$ cat src/rtl/fp_addsub_pipe_if.sv
// Handshake bundle for the pipelined FP adder/subtractor: operand side plus result side.
interface fp_addsub_pipe_if #(
  parameter int EXP_W = 8,
  parameter int MAN_W = 23
);
  localparam int W = 1 + EXP_W + MAN_W;

  logic         in_valid;
  logic         in_ready;
  logic [W-1:0] a;
  logic [W-1:0] b;
  logic         op;
  logic         out_valid;
  logic         out_ready;
  logic [W-1:0] c;
  logic         ovf;
  logic         unf;

  modport master (output in_valid, a, b, op, out_ready,
                  input  in_ready, out_valid, c, ovf, unf);
  modport slave  (input  in_valid, a, b, op, out_ready,
                  output in_ready, out_valid, c, ovf, unf);
endinterface

$ cat src/rtl/fp_addsub_pipe.sv
// Three-stage FP add/sub (align, add+normalise, round RNE) with FTZ, valid/ready and whole-pipe stall.
module fp_addsub_pipe #(
  parameter int EXP_W = 8,
  parameter int MAN_W = 23
) (
  input  logic             clk,
  input  logic             rst,
  fp_addsub_pipe_if.slave  bus
);
  localparam int W      = 1 + EXP_W + MAN_W;
  localparam int N      = MAN_W + 4;   // hidden, fraction, G, R, S
  localparam int M      = MAN_W + 3;   // hidden, fraction, G, R
  localparam int SHW    = $clog2(N);
  localparam int LZW    = $clog2(N + 1);
  localparam int EW     = EXP_W + 2;
  localparam int STAGES = 3;
  localparam logic signed [EW-1:0] EMAX = EW'((1 << EXP_W) - 1);

  logic [STAGES:1] vld_pipe;
  logic            adv, fire;

  assign adv          = ~vld_pipe[STAGES] | bus.out_ready;
  assign bus.in_ready = adv;
  assign bus.out_valid = vld_pipe[STAGES];
  assign fire         = bus.in_valid & adv;

  // ---- stage 1: align ----
  logic               sa, sb, a_big, eff_sub;
  logic [EXP_W-1:0]   ea, eb, e_big, diff;
  logic [MAN_W-1:0]   fa, fb;
  logic [M-1:0]       ma, mb;
  logic [SHW-1:0]     sh;
  logic [2*M-1:0]     sml_wide;
  logic [N-1:0]       big_n, sml_n;

  always_comb begin
    sa      = bus.a[W-1];
    sb      = bus.b[W-1] ^ bus.op;
    ea      = bus.a[W-2:MAN_W];
    eb      = bus.b[W-2:MAN_W];
    fa      = bus.a[MAN_W-1:0];
    fb      = bus.b[MAN_W-1:0];
    ma      = (ea == '0) ? '0 : {1'b1, fa, 2'b00};
    mb      = (eb == '0) ? '0 : {1'b1, fb, 2'b00};
    a_big   = {ea, fa} >= {eb, fb};
    e_big   = a_big ? ea : eb;
    diff    = a_big ? ea - eb : eb - ea;
    sh      = (diff > EXP_W'(M)) ? SHW'(M) : SHW'(diff);
    // lower half collects everything shifted past R; it collapses to sticky
    sml_wide = {(a_big ? mb : ma), {M{1'b0}}} >> sh;
    big_n   = {(a_big ? ma : mb), 1'b0};
    sml_n   = {sml_wide[2*M-1:M], |sml_wide[M-1:0]};
    eff_sub = sa ^ sb;
  end

  logic             s1_sign, s1_sub, s1_zero, s1_zsign;
  logic [EXP_W-1:0] s1_exp;
  logic [N-1:0]     s1_big, s1_sml;

  // ---- stage 2: add/sub and normalise ----
  logic [N:0]            sum;
  logic [LZW-1:0]        lzc;
  logic [N-1:0]          norm;
  logic [EW-1:0]         e_ext;
  logic signed [EW-1:0]  e_norm;
  logic                  cancel;

  always_comb begin
    sum    = s1_sub ? {1'b0, s1_big} - {1'b0, s1_sml} : {1'b0, s1_big} + {1'b0, s1_sml};
    lzc    = LZW'(N);
    for (int i = 0; i < N; i++)
      if (sum[i]) lzc = LZW'(N - 1 - i);
    cancel = (sum == '0);
    e_ext  = {2'b00, s1_exp};
    if (sum[N]) begin
      norm   = {sum[N:2], sum[1] | sum[0]};
      e_norm = e_ext + EW'(1);
    end else begin
      norm   = sum[N-1:0] << lzc;
      e_norm = e_ext - EW'(lzc);
    end
  end

  logic                 s2_sign, s2_zero, s2_zsign, s2_cancel;
  logic signed [EW-1:0] s2_exp;
  logic [N-1:0]         s2_man;

  // ---- stage 3: round to nearest even, range checks ----
  logic                 inc, ovf_n, unf_n;
  logic [MAN_W:0]       frac_r;
  logic signed [EW-1:0] e_fin;
  logic [W-1:0]         c_n;

  always_comb begin
    inc    = s2_man[2] & (s2_man[1] | s2_man[0] | s2_man[3]);
    frac_r = {1'b0, s2_man[N-2:3]} + (MAN_W+1)'(inc);
    e_fin  = s2_exp + EW'(frac_r[MAN_W]);
    ovf_n  = 1'b0;
    unf_n  = 1'b0;
    c_n    = {s2_sign, e_fin[EXP_W-1:0], frac_r[MAN_W-1:0]};
    if (s2_zero)
      c_n = {s2_zsign, {(W-1){1'b0}}};
    else if (s2_cancel)
      c_n = '0;
    else if (s2_exp[EW-1] || s2_exp == '0) begin
      c_n   = {s2_sign, {(W-1){1'b0}}};
      unf_n = 1'b1;
    end else if (e_fin >= EMAX) begin
      c_n   = {s2_sign, {EXP_W{1'b1}}, {MAN_W{1'b0}}};
      ovf_n = 1'b1;
    end
  end

  always_ff @(posedge clk) begin
    if (rst) begin
      vld_pipe <= '0;
      bus.c    <= '0;
      bus.ovf  <= 1'b0;
      bus.unf  <= 1'b0;
    end else if (adv) begin
      vld_pipe <= {vld_pipe[STAGES-1:1], fire};
      bus.c    <= c_n;
      bus.ovf  <= ovf_n;
      bus.unf  <= unf_n;
    end
  end

  // datapath registers need no reset; their valid bits qualify them
  always_ff @(posedge clk) begin
    if (adv) begin
      s1_sign   <= a_big ? sa : sb;
      s1_sub    <= eff_sub;
      s1_zero   <= (ea == '0) && (eb == '0);
      s1_zsign  <= sa & sb;
      s1_exp    <= e_big;
      s1_big    <= big_n;
      s1_sml    <= sml_n;
      s2_sign   <= s1_sign;
      s2_zero   <= s1_zero;
      s2_zsign  <= s1_zsign;
      s2_cancel <= cancel;
      s2_exp    <= e_norm;
      s2_man    <= norm;
    end
  end
endmodule
$ cat src/flat_wrapper.sv
// flat-port wrapper written by rule: the top's interface ports become plain ports
module fp_addsub_pipe_flat 
#(
  parameter int EXP_W = 8,
  parameter int MAN_W = 23
)
  (clk, rst, bus_in_valid, bus_a, bus_b, bus_op, bus_out_ready, bus_in_ready, bus_out_valid, bus_c, bus_ovf, bus_unf);
  fp_addsub_pipe_if #(.EXP_W(EXP_W), .MAN_W(MAN_W)) bus_i ();
  input  logic clk;
  input  logic rst;
  input wire logic [$bits(bus_i.in_valid)-1:0] bus_in_valid;
  input wire logic [$bits(bus_i.a)-1:0] bus_a;
  input wire logic [$bits(bus_i.b)-1:0] bus_b;
  input wire logic [$bits(bus_i.op)-1:0] bus_op;
  input wire logic [$bits(bus_i.out_ready)-1:0] bus_out_ready;
  output wire logic [$bits(bus_i.in_ready)-1:0] bus_in_ready;
  output wire logic [$bits(bus_i.out_valid)-1:0] bus_out_valid;
  output wire logic [$bits(bus_i.c)-1:0] bus_c;
  output wire logic [$bits(bus_i.ovf)-1:0] bus_ovf;
  output wire logic [$bits(bus_i.unf)-1:0] bus_unf;
  assign bus_i.in_valid = bus_in_valid;
  assign bus_i.a = bus_a;
  assign bus_i.b = bus_b;
  assign bus_i.op = bus_op;
  assign bus_i.out_ready = bus_out_ready;
  assign bus_in_ready = bus_i.in_ready;
  assign bus_out_valid = bus_i.out_valid;
  assign bus_c = bus_i.c;
  assign bus_ovf = bus_i.ovf;
  assign bus_unf = bus_i.unf;
  fp_addsub_pipe #(.EXP_W(EXP_W), .MAN_W(MAN_W)) u_core (.clk(clk), .rst(rst), .bus(bus_i));
endmodule
$ cat config.mk
export PLATFORM = sky130hd
export DESIGN_NAME = fp_addsub_pipe_flat
export DESIGN_NICKNAME = d
export VERILOG_FILES = /design/src/rtl/fp_addsub_pipe_if.sv /design/src/rtl/fp_addsub_pipe.sv /design/src/flat_wrapper.sv
export SDC_FILE = /design/constraint.sdc
export NUM_CORES = 1
export LEC_CHECK = 0
export CORE_UTILIZATION = 40
export DETAILED_ROUTE_END_ITERATION = 16
export PLACE_DENSITY_LB_ADDON = 0.1
export REMOVE_ABC_BUFFERS = 1
export SLEW_MARGIN = 10
export SYNTH_ARGS = -nofsm -noshare
export SYNTH_HDL_FRONTEND = slang
export SYNTH_SLANG_ARGS = --single-unit
$ cat constraint.sdc
create_clock -name clk -period 6.2 [get_ports clk]
set_input_delay 1.24 -clock clk [delete_from_list [all_inputs] [get_ports clk]]
set_output_delay 1.24 -clock clk [all_outputs]
set_load 0.005 [all_outputs]
Word level (Yosys, flattened, before mapping)
Index checks and enable logic that the tools add are counted.
- $add $sub $neg: 8
- order comparisons: 3
- shift-type cells: 2
- muxes and demuxes: 49
- bitwise operators: 10
- reductions and logical operators: 7
- operators by type and width (kind ; number):
    $mux 26 ; 5
    $mux 5 ; 17
    $mux 32 ; 2
    $mux 31 ; 2
    $shr 52x5->52 ; 1
    $mux 4 ; 8
    $ge 31x31->1 ; 1
    $add 27x27->28 ; 1
    $logic_not 28->1 ; 1
    $mux 28 ; 1
    $sub 27x27->28 ; 1
    $shl 27x5->26 ; 1
    $reduce_or 26->1 ; 1
    $add 23x1->24 ; 1
    $logic_not 8->1 ; 2
    $mux 8 ; 2
    $sub 8x8->8 ; 2
    $add 10x1->10 ; 1
    $ge 10x9->1 const B ; 1
    $logic_not 10->1 ; 1
    $mux 10 ; 1
    $add 8x1->9 const B ; 1
    $mux 1 ; 9
    $sub 8x5->9 ; 1
    8 further kinds ; 15
- register bits: 142
- input bits: 69
- output and inout bits: 36

Depth between registers and ports, before layout
Gate-level depths: netlist (run 1).
- word-level depth: 31
- gate-level depth with buffers: 24
- gate-level depth less buffers: 23

Worst setup path before layout (run 1)
Ideal clock, no wire load.
- path kind: input -> register
- start: in bus_b[26]
- end: reg u_core.s1_sml[0] (data pin)
- setup time: 0.259 ns
- arrival time: 5.360 ns
- path slack: 0.581 ns
- stages: 17
- path buffers: 1
- path through: inv_1 ha_1 clkbuf_1 inv_1 or3_1 a41o_2 nand2_2 mux2_4 or4_4 a2111oi_4 nor2_1 a221oi_2 mux2_2 mux2i_1 nor4b_1 a41oi_1 a211o_1
- longest elaborated chain between the ends: 6
- elaborated cells on any way between the ends: 11
- those cells by class: add/sub: 2; order compare: 2; shift: 1; mux: 4; reduce/logical: 2
- RTL lines (item ; RTL line ; RTL):
    from (decl) ; flat_wrapper.sv:13 ; input wire logic [$bits(bus_i.b)-1:0] bus_b;
    $ge 31x31->1 or $sub 8x8->8 (tied branches) ; fp_addsub_pipe.sv:45, fp_addsub_pipe.sv:47 ;
    $mux 8 ; fp_addsub_pipe.sv:47 ; diff = a_big ? ea - eb : eb - ea;
    $gt 8x5->1 ; fp_addsub_pipe.sv:48 ; sh = (diff > EXP_W'(M)) ? SHW'(M) : SHW'(diff);
    $mux 5 ; fp_addsub_pipe.sv:48 ;
    $shr 52x5->52 (*) ; fp_addsub_pipe.sv:50 ; sml_wide = {(a_big ? mb : ma), {M{1'b0}}} >> sh;
    $reduce_or 26->1 (*) ; fp_addsub_pipe.sv:52 ; sml_n = {sml_wide[2*M-1:M], |sml_wide[M-1:0]};
    named net u_core.sml_n[0] ; fp_addsub_pipe.sv:34 ; logic [N-1:0] big_n, sml_n;
    to (signal assigned) ; fp_addsub_pipe.sv:137 ; s1_sml <= sml_n;
    to (decl) ; fp_addsub_pipe.sv:58 ; logic [N-1:0] s1_big, s1_sml;
Mark *: on every way through the listed nets, which the timed path passes. The rest lies on a longest branch.
A chain may end at the register's enable or synchronous reset.

Final worst setup path (run 1)
- start: in bus_b[20]
- end: reg u_core.s1_sml[0] (data pin)
- longest elaborated chain between the ends: 6
- elaborated cells on any way between the ends: 8
- those cells by class: order compare: 2; shift: 1; mux: 4; reduce/logical: 1
- RTL lines (item ; RTL line ; RTL):
    $ge 31x31->1 ; fp_addsub_pipe.sv:45 ; a_big = {ea, fa} >= {eb, fb};
    $mux 8 ; fp_addsub_pipe.sv:47 ;
    $gt 8x5->1 ; fp_addsub_pipe.sv:48 ;
    $mux 5 ; fp_addsub_pipe.sv:48 ;
    $shr 52x5->52 (*) ; fp_addsub_pipe.sv:50 ;
    $reduce_or 26->1 (*) ; fp_addsub_pipe.sv:52 ;
    named net u_core.sml_n[0] ; fp_addsub_pipe.sv:34 ;
Marked as above.

==> out/metrics.yaml, run 1 <==
routing:
  vias: 14700
  ant_nets: 0
  routedWlPerCell_um: 19.9
  drt_iter0_drc: 1340
  viasPerCell: 5.88
  drc: 0
  wl_mm: 49.6
  drt_pass1_iterations: 6
cells_and_area:
  multi_input_comb_area_mm2: 0.00938
  drive_above_1_share_pct: 17.4
  stdcell_area_mm2: 0.0178
  fin_nets: 2202
  nFillCells: 3277
  diodes: 0
  area_delta_synth_final_pct: 27.9
  seq_area_mm2: 0.00383
logic_synthesis:
  ys_top_cells_by_area: "edfxtp_1 (22%), ha_1 (8.7%), dfxtp_1 (5.3%), nand2_1 (4.8%), nor2_1 (4.5%)"
  synth_edf_count: 103
  synth_seq_area_share_pct: 27.5
  synth_most_common_cell: "nand2_1"
  synthesis.area_mm2: 0.0139
  synth_common_cells: "nand2_1 (178), nor2_1 (168), inv_1 (111)"
  synth_warnings: 0
  async_flop_share_pct: 0
  synth.top_cell.area_share_pct: 22.2
  syn_avg_cell_area_um2: 8.00
  synth_cell_type_count: 95
  synthCells: 1741
  yosys.area.top_type: "edfxtp_1"
  synth_ff_type: "edfxtp_1"
  ys_ff_latch: 140
setup_path:
  critical_path_class: "in -> reg"
  crit_arrival_ns: 6.08
  crit_path_start_kind: "input port"
  crit_path_max_fanout: 4
  crit_path_end_kind: "flip-flop"
  reg2regPathDepth: 21
  cp.required_ns: 6.39
floorplan:
  core.rowCount: 67
  dieHeight_um: 189
  core_area_mm2: 0.0339
  io_pins: 105
  die-area_mm2: 0.0356
  start_util_pct: 41.1
  die_w_um: 189
timing:
  tightest_slew_ns: 0.959
  fin_skew_ns: 0.0124
  period_minus_slack_ns: 5.89
  setup_violations: 0
  setup_ws_ns: 0.310
  slew-limit-headroom_pct: 35.4
  whs_ns: 0.421
  maxSlewViolCount: 0
  hold_violations: 0
  finalCritPeriodShare_pct: 95.0
  fmax_ghz: 0.170
job:
  maxCapViolations: 0
power_and_ir_drop:
  vdd.ir_drop.worst_mv: 0.238
  p_per_area_mw_per_mm2: 319
  combPwrFrac_pct: 56.6
  switching_power_uw: 2430
  power.internal_uw: 3250
  p_clk_share_pct: 17.6
  pwr-share-seq_pct: 25.8
  power.leakage_uw: 0.00751
  swShare_pct: 42.7
placement:
  portBuffers: 104
  dpl_cell_area_mm2: 0.0171
  gp_congestion: 0.970
  hpwl_mm: 40.3
  dpl_worst_slack_ns: -0.246
clock_network:
  cts_hold_buf: 0
  cts_buffers: 17
  clock_latency_ns: 0.44
  cts_tree: "yes"
  clock-sinks: 140
  clock_path_buffers: 2
  clk_pin_slew_ns: 0.06
  ctsHtreeMaxLevel: 4
  cts_root_buf: "clkbuf_16"
grt:
  grt_pass1_vias: 13900
  grt_pass1_wl_mm: 78.6
  antenna_found_initial: 2
  grt_max_degree: 57
  grt_usage_pct: 28.1
  gr-total-overflow: 0
hold_path:
  holdPathStages: 0
  holdCritPathClass: "reg -> reg"
outcome:
  status: "finished, final reports clean"
## cell type report
class | count | area share, %
clock buffer | 21 | 2.65
clock inverter | 11 | 0.597
inverter | 114 | 2.42
multi-input combinational | 1394 | 52.6
sequential | 140 | 21.5
tap | 448 | 3.15
timing repair buffer | 365 | 17.0
## layer usage
layer  global-route usage (%)  part of all wire (%)  up-vias
li1                         -                     -     7124
met1                     39.9                    48     6959
met4                     7.79                   2.1        0
met2                     44.4                    45      506
met5                        0                     0        -
met3                     3.61                   5.6       62
## power by group through the flow
stage	clock (uW)	sequential [uW]	combinational [uW]
5_1_grt	1070	1500	3470
4_1_cts	1030	1470	3130
3_5_place_dp	0	1480	3110
2_1_floorplan	0	1450	1840
3_3_place_gp	0	1480	3140
6_report	999	1470	3220
## worst max-delay path: stages
cell and delay (ns):
clkdlybuf4s50_1 0.49, inv_1 0.05, ha_1 0.32, nand4_1 0.21
nor4_2 0.29, buf_4 0.18, o31ai_1 0.10, a41o_2 0.24
nand2_2 0.08, mux2_4 0.32, or4_4 0.55, a2111oi_4 0.48
nor2_1 0.11, a221oi_2 0.33, mux2_2 0.25, mux2i_1 0.11
nor4b_1 0.32, a41oi_1 0.15, a211o_1 0.24
## cell families after synthesis
kind of cell    after synthesis  share of synthesized area [%]
simple gates                604                           20.5
compound gates              549                           27.3
buf+inv                     207                           5.75
flops                       140                           27.5
fa+ha+maj                   101                           9.29
xor+xnor                     70                           4.45
mux                          70                           5.21
## registers in the layout, summed over array words and instances (netlist names), 3 cells and up
register         count
u_core.s2_man       26
u_core.s1_exp        8
u_core.s1_sml       27
u_core.s1_big       24
u_core.bus.c        32
u_core.vld_pipe      3
u_core.s2_exp       10
## what timing repair did
| action | 4_1_cts | 5_1_grt |
|---|---|---|
| setup endpoints to repair | 0 | 5 |
| setup buffers | 0 | 2 |
| resized for setup | 0 | 17 |
| hold endpoints to repair | 0 | 0 |
## path summary, 6_finish.rpt
kind,startpoint,to,slack [ns]
hold reg to reg,u_core.s1_zero$_DFFE_PN_,u_core.s2_zero$_DFFE_PN_,0.42
hold / removal,u_core.s1_zero$_DFFE_PN_,u_core.s2_zero$_DFFE_PN_,0.42
setup / recovery,bus_b[20],u_core.s1_sml[0]$_DFFE_PN_,0.31
setup reg to reg,u_core.s1_big[3]$_DFFE_PN_,u_core.s2_exp[8]$_DFFE_PN_,0.37
## through the flow
step	total power [uW]	cells	setup TNS [ns]	util (%)
4_1_cts	5630	2491	0	52.3
3_5_place_dp	4600	2459	-0.252	50.6
3_3_place_gp	4610	2459	-0.519	50.6
2_1_floorplan	3290	1648	-6.96	-
6_report	5680	2493	0	52.6
5_1_grt	6040	2493	-0.00735	52.6
## cells in the final DEF, fill, tap and decap left out, types with 14 or more instances in the layout
master	count
edfxtp_1	103
clkbuf_16	18
xor2_1	24
inv_1	110
nor2b_1	23
o22ai_1	23
and3_1	19
buf_4	258
a21o_1	20
nor3_1	35
nor2_1	168
mux2i_1	53
dfxtp_1	37
o211ai_1	29
a22oi_1	33
o21ai_0	103
a31oi_1	22
ha_1	97
mux2_2	15
o31ai_1	14
clkdlybuf4s50_1	104
a211oi_1	28
a21oi_1	107
nand3_1	68
xnor2_1	44
nand2_1	178
nor4_1	17
nand4_1	24
Power figures use the tool's default switching activity.
==> run 2, diff against run 1 <==
--- a/config.mk
+++ b/config.mk
@@ -7,6 +7,7 @@
 export LEC_CHECK = 0
 export CORE_UTILIZATION = 40
 export DETAILED_ROUTE_END_ITERATION = 16
+export GPL_TIMING_DRIVEN = 0
 export PLACE_DENSITY_LB_ADDON = 0.1
 export REMOVE_ABC_BUFFERS = 1
 export SLEW_MARGIN = 10
==> run 2 against run 1 <==
Wire length down 2.1%. Die area unchanged. Count of clock-buffer cells in the layout down 4. Sequential power about the same. Highest routed layer unchanged. Non-clock buffer count down 190. Cell area down 2.6%. Clock skew about the same. Clock power up 7%. Via count down 2.3%. Critical path type unchanged.
==> out/metrics.yaml, run 2 (synthesized netlist as in run 1, its figures left out) <==
floorplan:
  die-area_mm2: 0.0356
  core.rowCount: 67
  dieHeight_um: 189
  io_pins: 105
  start_util_pct: 41.1
  die_w_um: 189
  core_area_mm2: 0.0339
timing:
  fmax_ghz: 0.162
  period_minus_slack_ns: 6.17
  slew-limit-headroom_pct: 14.9
  maxSlewViolCount: 0
  setup_violations: 0
  fin_skew_ns: 0.0126
  tightest_slew_ns: 1.27
  hold_violations: 0
  finalCritPeriodShare_pct: 99.6
clock_network:
  cts_root_buf: "clkbuf_16"
  clk_pin_slew_ns: 0.07
  clock-sinks: 140
  clock_latency_ns: 0.44
  cts_hold_buf: 0
  clock_path_buffers: 2
  cts_buffers: 17
  cts_tree: "yes"
  ctsHtreeMaxLevel: 4
power_and_ir_drop:
  vdd.ir_drop.worst_mv: 0.252
  power.leakage_uw: 0.00706
  p_per_area_mw_per_mm2: 324
cells_and_area:
  drive_above_1_share_pct: 13.8
  largest_register: "u_core.bus.c"
  fin_nets: 2018
  reg.largest.list: "u_core.bus.c x32, u_core.s1_sml x27, u_core.s2_man x26"
  area_delta_synth_final_pct: 24.6
  layout_common_cells: "nand2_1 (172), nor2_1 (165), inv_1 (109), a21oi_1 (104), edfxtp_1 (103)"
  utilization_pct: 51.2
  diodes: 0
  nFillCells: 3235
  seq_area_mm2: 0.00383
  largest_register_ffs: 32
  final_cells: 2309
  layout_commonest_cell: "nand2_1"
  multi_input_comb_area_mm2: 0.0101
routing:
  routedWlPerCell_um: 21.0
  drt_pass1_iterations: 8
  vias: 14300
  drc: 0
  ant_nets: 0
  drt_iter0_drc: 1636
  wl_mm: 48.6
  viasPerCell: 6.20
setup_path:
  cpLargestDelayFamily: "simple AND/OR/NAND/NOR gates"
  crit_arrival_ns: 6.35
  rrSetupSlack_ns: 0.25
  crit_path_max_fanout: 8
  reg2regPathDepth: 16
  critPathLaunch: "bus_a[10]"
  slowest_delay_ns: 0.60
  cp.required_ns: 6.37
  cp.depth: 19
  crit_path_end_kind: "flip-flop"
  crit_path_start_kind: "input port"
  critical-path-slowest-cell: "or4_4"
  endpoint: "u_core.s1_sml[0]$_DFFE_PN_"
  critical_path_class: "in -> reg"
  crit_chain: "clkdlybuf4s50_1 -> ha_4 -> nand4_1 -> nor4_4 -> buf_4 -> a311o_1 -> nor2_4 -> nand2_8 -> mux2_4 -> or4_4 -> a2111oi_4 -> buf_4 -> nor2_1 -> a221oi_4 -> mux2_4 -> mux2i_2 -> nor4b_2 -> a41oi_2 -> a211o_1"
  worstReg2RegEnd: "u_core.s2_man[12]$_DFFE_PN_"
  r2r_start: "u_core.s1_big[3]$_DFFE_PN_"
  cp_num_buf_inv: 3
grt:
  gr-total-overflow: 0
  grt_pass1_vias: 13300
  grt_pass1_wl_mm: 75.0
  antenna_found_initial: 1
  grt_max_degree: 85
  grt_usage_pct: 26.6
placement:
  dp.cells: 2210
  hpwl_mm: 35.7
  gp_congestion: 0.950
  portBuffers: 104
hold_path:
  holdCritPathClass: "reg -> reg"
outcome:
  status: "finished, final reports clean"
job:
  maxCapViolations: 0
[run 2: area by class of cell]
class | count | share of cell area, %
clock buffer | 17 | 2.45
clock inverter | 15 | 1.15
inverter | 114 | 2.55
multi-input combinational | 1399 | 58.4
sequential | 140 | 22.1
tap | 448 | 3.23
timing repair buffer | 175 | 10.1
timing repair inverter | 1 | 0.0288
[run 2: how the worst min path moves through the flow]
stage	start	endpoint	slack [ns]	cells after the start
detailed placement	u_core.s1_zero$_DFFE_PN_	u_core.s2_zero$_DFFE_PN_	0.41	0
CTS	u_core.s1_zero$_DFFE_PN_	u_core.s2_zero$_DFFE_PN_	0.42	0
finish	u_core.s1_zero$_DFFE_PN_	u_core.s2_zero$_DFFE_PN_	0.42	0
global placement	u_core.s1_zsign$_DFFE_PN_	u_core.s2_zsign$_DFFE_PN_	0.40	0
global route	u_core.s1_zsign$_DFFE_PN_	u_core.s2_zsign$_DFFE_PN_	0.43	0
floorplan	u_core.s1_sign$_DFFE_PN_	u_core.s2_sign$_DFFE_PN_	0.40	0
[run 2: power by group]
group | leakage, uW | switching [uW] | internal [uW]
Clock | 0.000300 | 457 | 617
Combinational | 0.00531 | 1870 | 1230
Sequential | 0.00145 | 176 | 1290
Total | 0.00706 | 2500 | 3130
[run 2: metal layers]
layer | global-route usage, % | wire length [um] | vias to the layer above
met5 | 0 | 0 | -
met4 | 10.7 | 1740 | 0
met3 | 4.79 | 3150 | 109
met2 | 41.1 | 21600 | 628
met1 | 36.4 | 22100 | 6824
li1 | - | - | 6755
[run 2: stage by stage]
step | TNS [ns] | worst slack, ns | hold WS [ns] | total power [uW] | area [um2]
after floorplan | -6.96 | -0.979 | 0.400 | 3290 | 13600
after global placement | -449.01 | -3.67 | 0.403 | 4190 | 15200
after detailed placement | -62.11 | -2.74 | 0.405 | 4220 | 15400
after CTS | -0.0813 | -0.0813 | 0.422 | 5420 | 16500
after global routing | -0.0531 | -0.0451 | 0.432 | 5960 | 17400
final | 0 | 0.0261 | 0.420 | 5630 | 17400
[run 2: timing repair]
action                                  CTS  global route
gates resized for setup                  57           102
buffers inserted                         22            39
endpoints found under the setup margin   57            17
hold endpoints to repair                  0             0
gates cloned                              4             2
pin swaps                                13            34
==> run 3, diff against run 2 <==
--- a/config.mk
+++ b/config.mk
@@ -10,7 +10,7 @@
 export GPL_TIMING_DRIVEN = 0
 export PLACE_DENSITY_LB_ADDON = 0.1
 export REMOVE_ABC_BUFFERS = 1
-export SLEW_MARGIN = 10
 export SYNTH_ARGS = -nofsm -noshare
 export SYNTH_HDL_FRONTEND = slang
 export SYNTH_SLANG_ARGS = --single-unit
+export TNS_END_PERCENT = 1
==> constraint.sdc (replaced) <==
create_clock -name clk -period 5.95 [get_ports clk]
set_input_delay 1.19 -clock clk [delete_from_list [all_inputs] [get_ports clk]]
set_output_delay 1.19 -clock clk [all_outputs]
set_load 0.005 [all_outputs]
==> run 3 against run 2 <==
Combinational power up 7.1%. Wire length up 1.5%. Non-clock buffer count up 13. Sequential cell count unchanged. Sequential share of layout area down 0.41 points. Final cell count up 0.56%. Clock power up 4%.
==> out/metrics.yaml, run 3 (synthesized netlist as in run 1, its figures left out) <==
routing:
  viasPerCell: 6.24
  wl_mm: 49.3
  drc: 0
  routedWlPerCell_um: 21.2
  drt_pass1_iterations: 6
  ant_nets: 0
  drt_iter0_drc: 1567
  vias: 14500
cells_and_area:
  drive_above_1_share_pct: 15.6
  final_cells: 2322
  layout_commonest_cell: "nand2_1"
  largest_register_ffs: 32
  area_delta_synth_final_pct: 26.9
  largest_register: "u_core.bus.c"
  fin_nets: 2030
  reg.largest.list: "u_core.bus.c x32, u_core.s1_sml x27, u_core.s2_man x26"
  layout_common_cells: "nand2_1 (172), nor2_1 (162), inv_1 (107), edfxtp_1 (103), a21oi_1 (100)"
clock_network:
  cts_hold_buf: 0
  clock_path_buffers: 2
  clock_latency_ns: 0.43
  cts_buffers: 17
  cts_root_buf: "clkbuf_16"
  clock-sinks: 140
  ctsHtreeMaxLevel: 4
  cts_tree: "yes"
  clk_pin_slew_ns: 0.06
timing:
  setup_violations: 0
  rsz0062_at_grt: "yes"
  finalCritPeriodShare_pct: 99.4
  fmax_ghz: 0.169
  whs_ns: 0.419
  period_minus_slack_ns: 5.91
  slew-limit-headroom_pct: 9.49
  fin_skew_ns: 0.00859
  hold_violations: 0
  maxSlewViolCount: 0
  tightest_slew_ns: 1.35
  setup_ws_ns: 0.0374
placement:
  hpwl_mm: 35.5
  dp.cells: 2206
  gp_congestion: 0.950
  portBuffers: 104
  dpl_worst_slack_ns: -2.92
setup_path:
  crit_path_end_kind: "flip-flop"
  cp.required_ns: 6.12
  crit_chain: "clkdlybuf4s50_1 -> ha_1 -> o21ai_1 -> nor2_1 -> o31ai_4 -> a41o_4 -> nand2_8 -> mux2_4 -> or4_4 -> a2111oi_4 -> buf_4 -> a2bb2oi_2 -> mux2i_2 -> mux2i_2 -> o2111ai_2 -> nor4b_2 -> a41oi_1 -> a211o_1"
  cpLargestDelayFamily: "compound AO/OA/AOI/OAI gates"
  critical_path_class: "in -> reg"
  path_common_cell: "mux2i_2"
  crit_arrival_ns: 6.08
  slowest_delay_ns: 0.60
  crit_path_max_fanout: 5
  cp_num_buf_inv: 2
  crit_path_start_kind: "input port"
  critical-path-slowest-cell: "or4_4"
floorplan:
  io_pins: 105
  start_util_pct: 41.1
  core_area_mm2: 0.0339
  die-area_mm2: 0.0356
  dieHeight_um: 189
  core.rowCount: 67
  die_w_um: 189
grt:
  antenna_found_initial: 4
  gr-total-overflow: 0
  grt_pass1_wl_mm: 75.6
  grt_pass1_vias: 13500
  grt_usage_pct: 26.9
  grt_max_degree: 56
power_and_ir_drop:
  vdd.ir_drop.worst_mv: 0.283
  power.leakage_uw: 0.00722
  p_per_area_mw_per_mm2: 336
outcome:
  status: "finished, final reports clean"
hold_path:
  holdCritPathClass: "reg -> reg"
job:
  maxCapViolations: 0
==> run 3: power breakdown <==
group / internal (uW) / total, uW / switching (uW)
logic: 1320 / 3310 / 1980
registers: 1340 / 1530 / 186
clock network: 669 / 1110 / 444
==> run 3: path summary, 6_finish.rpt <==
path                              start                          end  slack (ns)  depth (start not counted)
max                            bus_a[5]   u_core.s1_sml[0]$_DFFE_PN_        0.04                         18
min            u_core.s1_zero$_DFFE_PN_     u_core.s2_zero$_DFFE_PN_        0.42                          0
max reg2reg  u_core.s1_big[3]$_DFFE_PN_  u_core.s2_man[12]$_DFFE_PN_        0.22                         16
min reg2reg    u_core.s1_zero$_DFFE_PN_     u_core.s2_zero$_DFFE_PN_        0.42                          0
==> run 3: metal layers <==
layer	GRT usage, %	wire, um
met5	0	0
met4	11.2	1810
met3	4.25	3460
met2	41.8	22000
met1	37.0	22000
==> run 3: layout make-up <==
class	instances	area (um2)
Inverter	114	437
Multi-Input combinational cell	1399	10400
Tap cell	448	561
Sequential cell	140	3830
Fill cell	3214	16200
Antenna cell	1	2.50
Clock inverter	14	181
Timing Repair Buffer	188	1860
Clock buffer	18	429
==> run 3: timing repair <==
item / in CTS / in global routing
gates cloned: 5 / 1
pin swaps: 40 / 45
endpoints found under the setup margin: 60 / 23
gates resized for setup: 126 / 108
buffers inserted: 50 / 27
==> run 3: worst register-to-register path, delay by kind of cell (launching register included) <==
kind / cells / cell delay (ns)
flops: 1 / 0.40
mux: 2 / 0.65
simple gates: 2 / 0.77
xor+xnor: 1 / 0.33
fa+ha+maj: 1 / 0.37
compound gates: 10 / 2.90
==> run 3: through the flow <==
step	setup TNS [ns]	power, uW	cell area [um2]	utilization [%]
floorplan	-12.89	3430	13600	-
global placement	-490.71	4360	15200	44.8
detailed placement	-76.18	4390	15300	45.2
CTS	-0.0125	5750	17000	50.2
global route	-0.130	6300	17700	52.2
finish	0	5950	17700	52.2
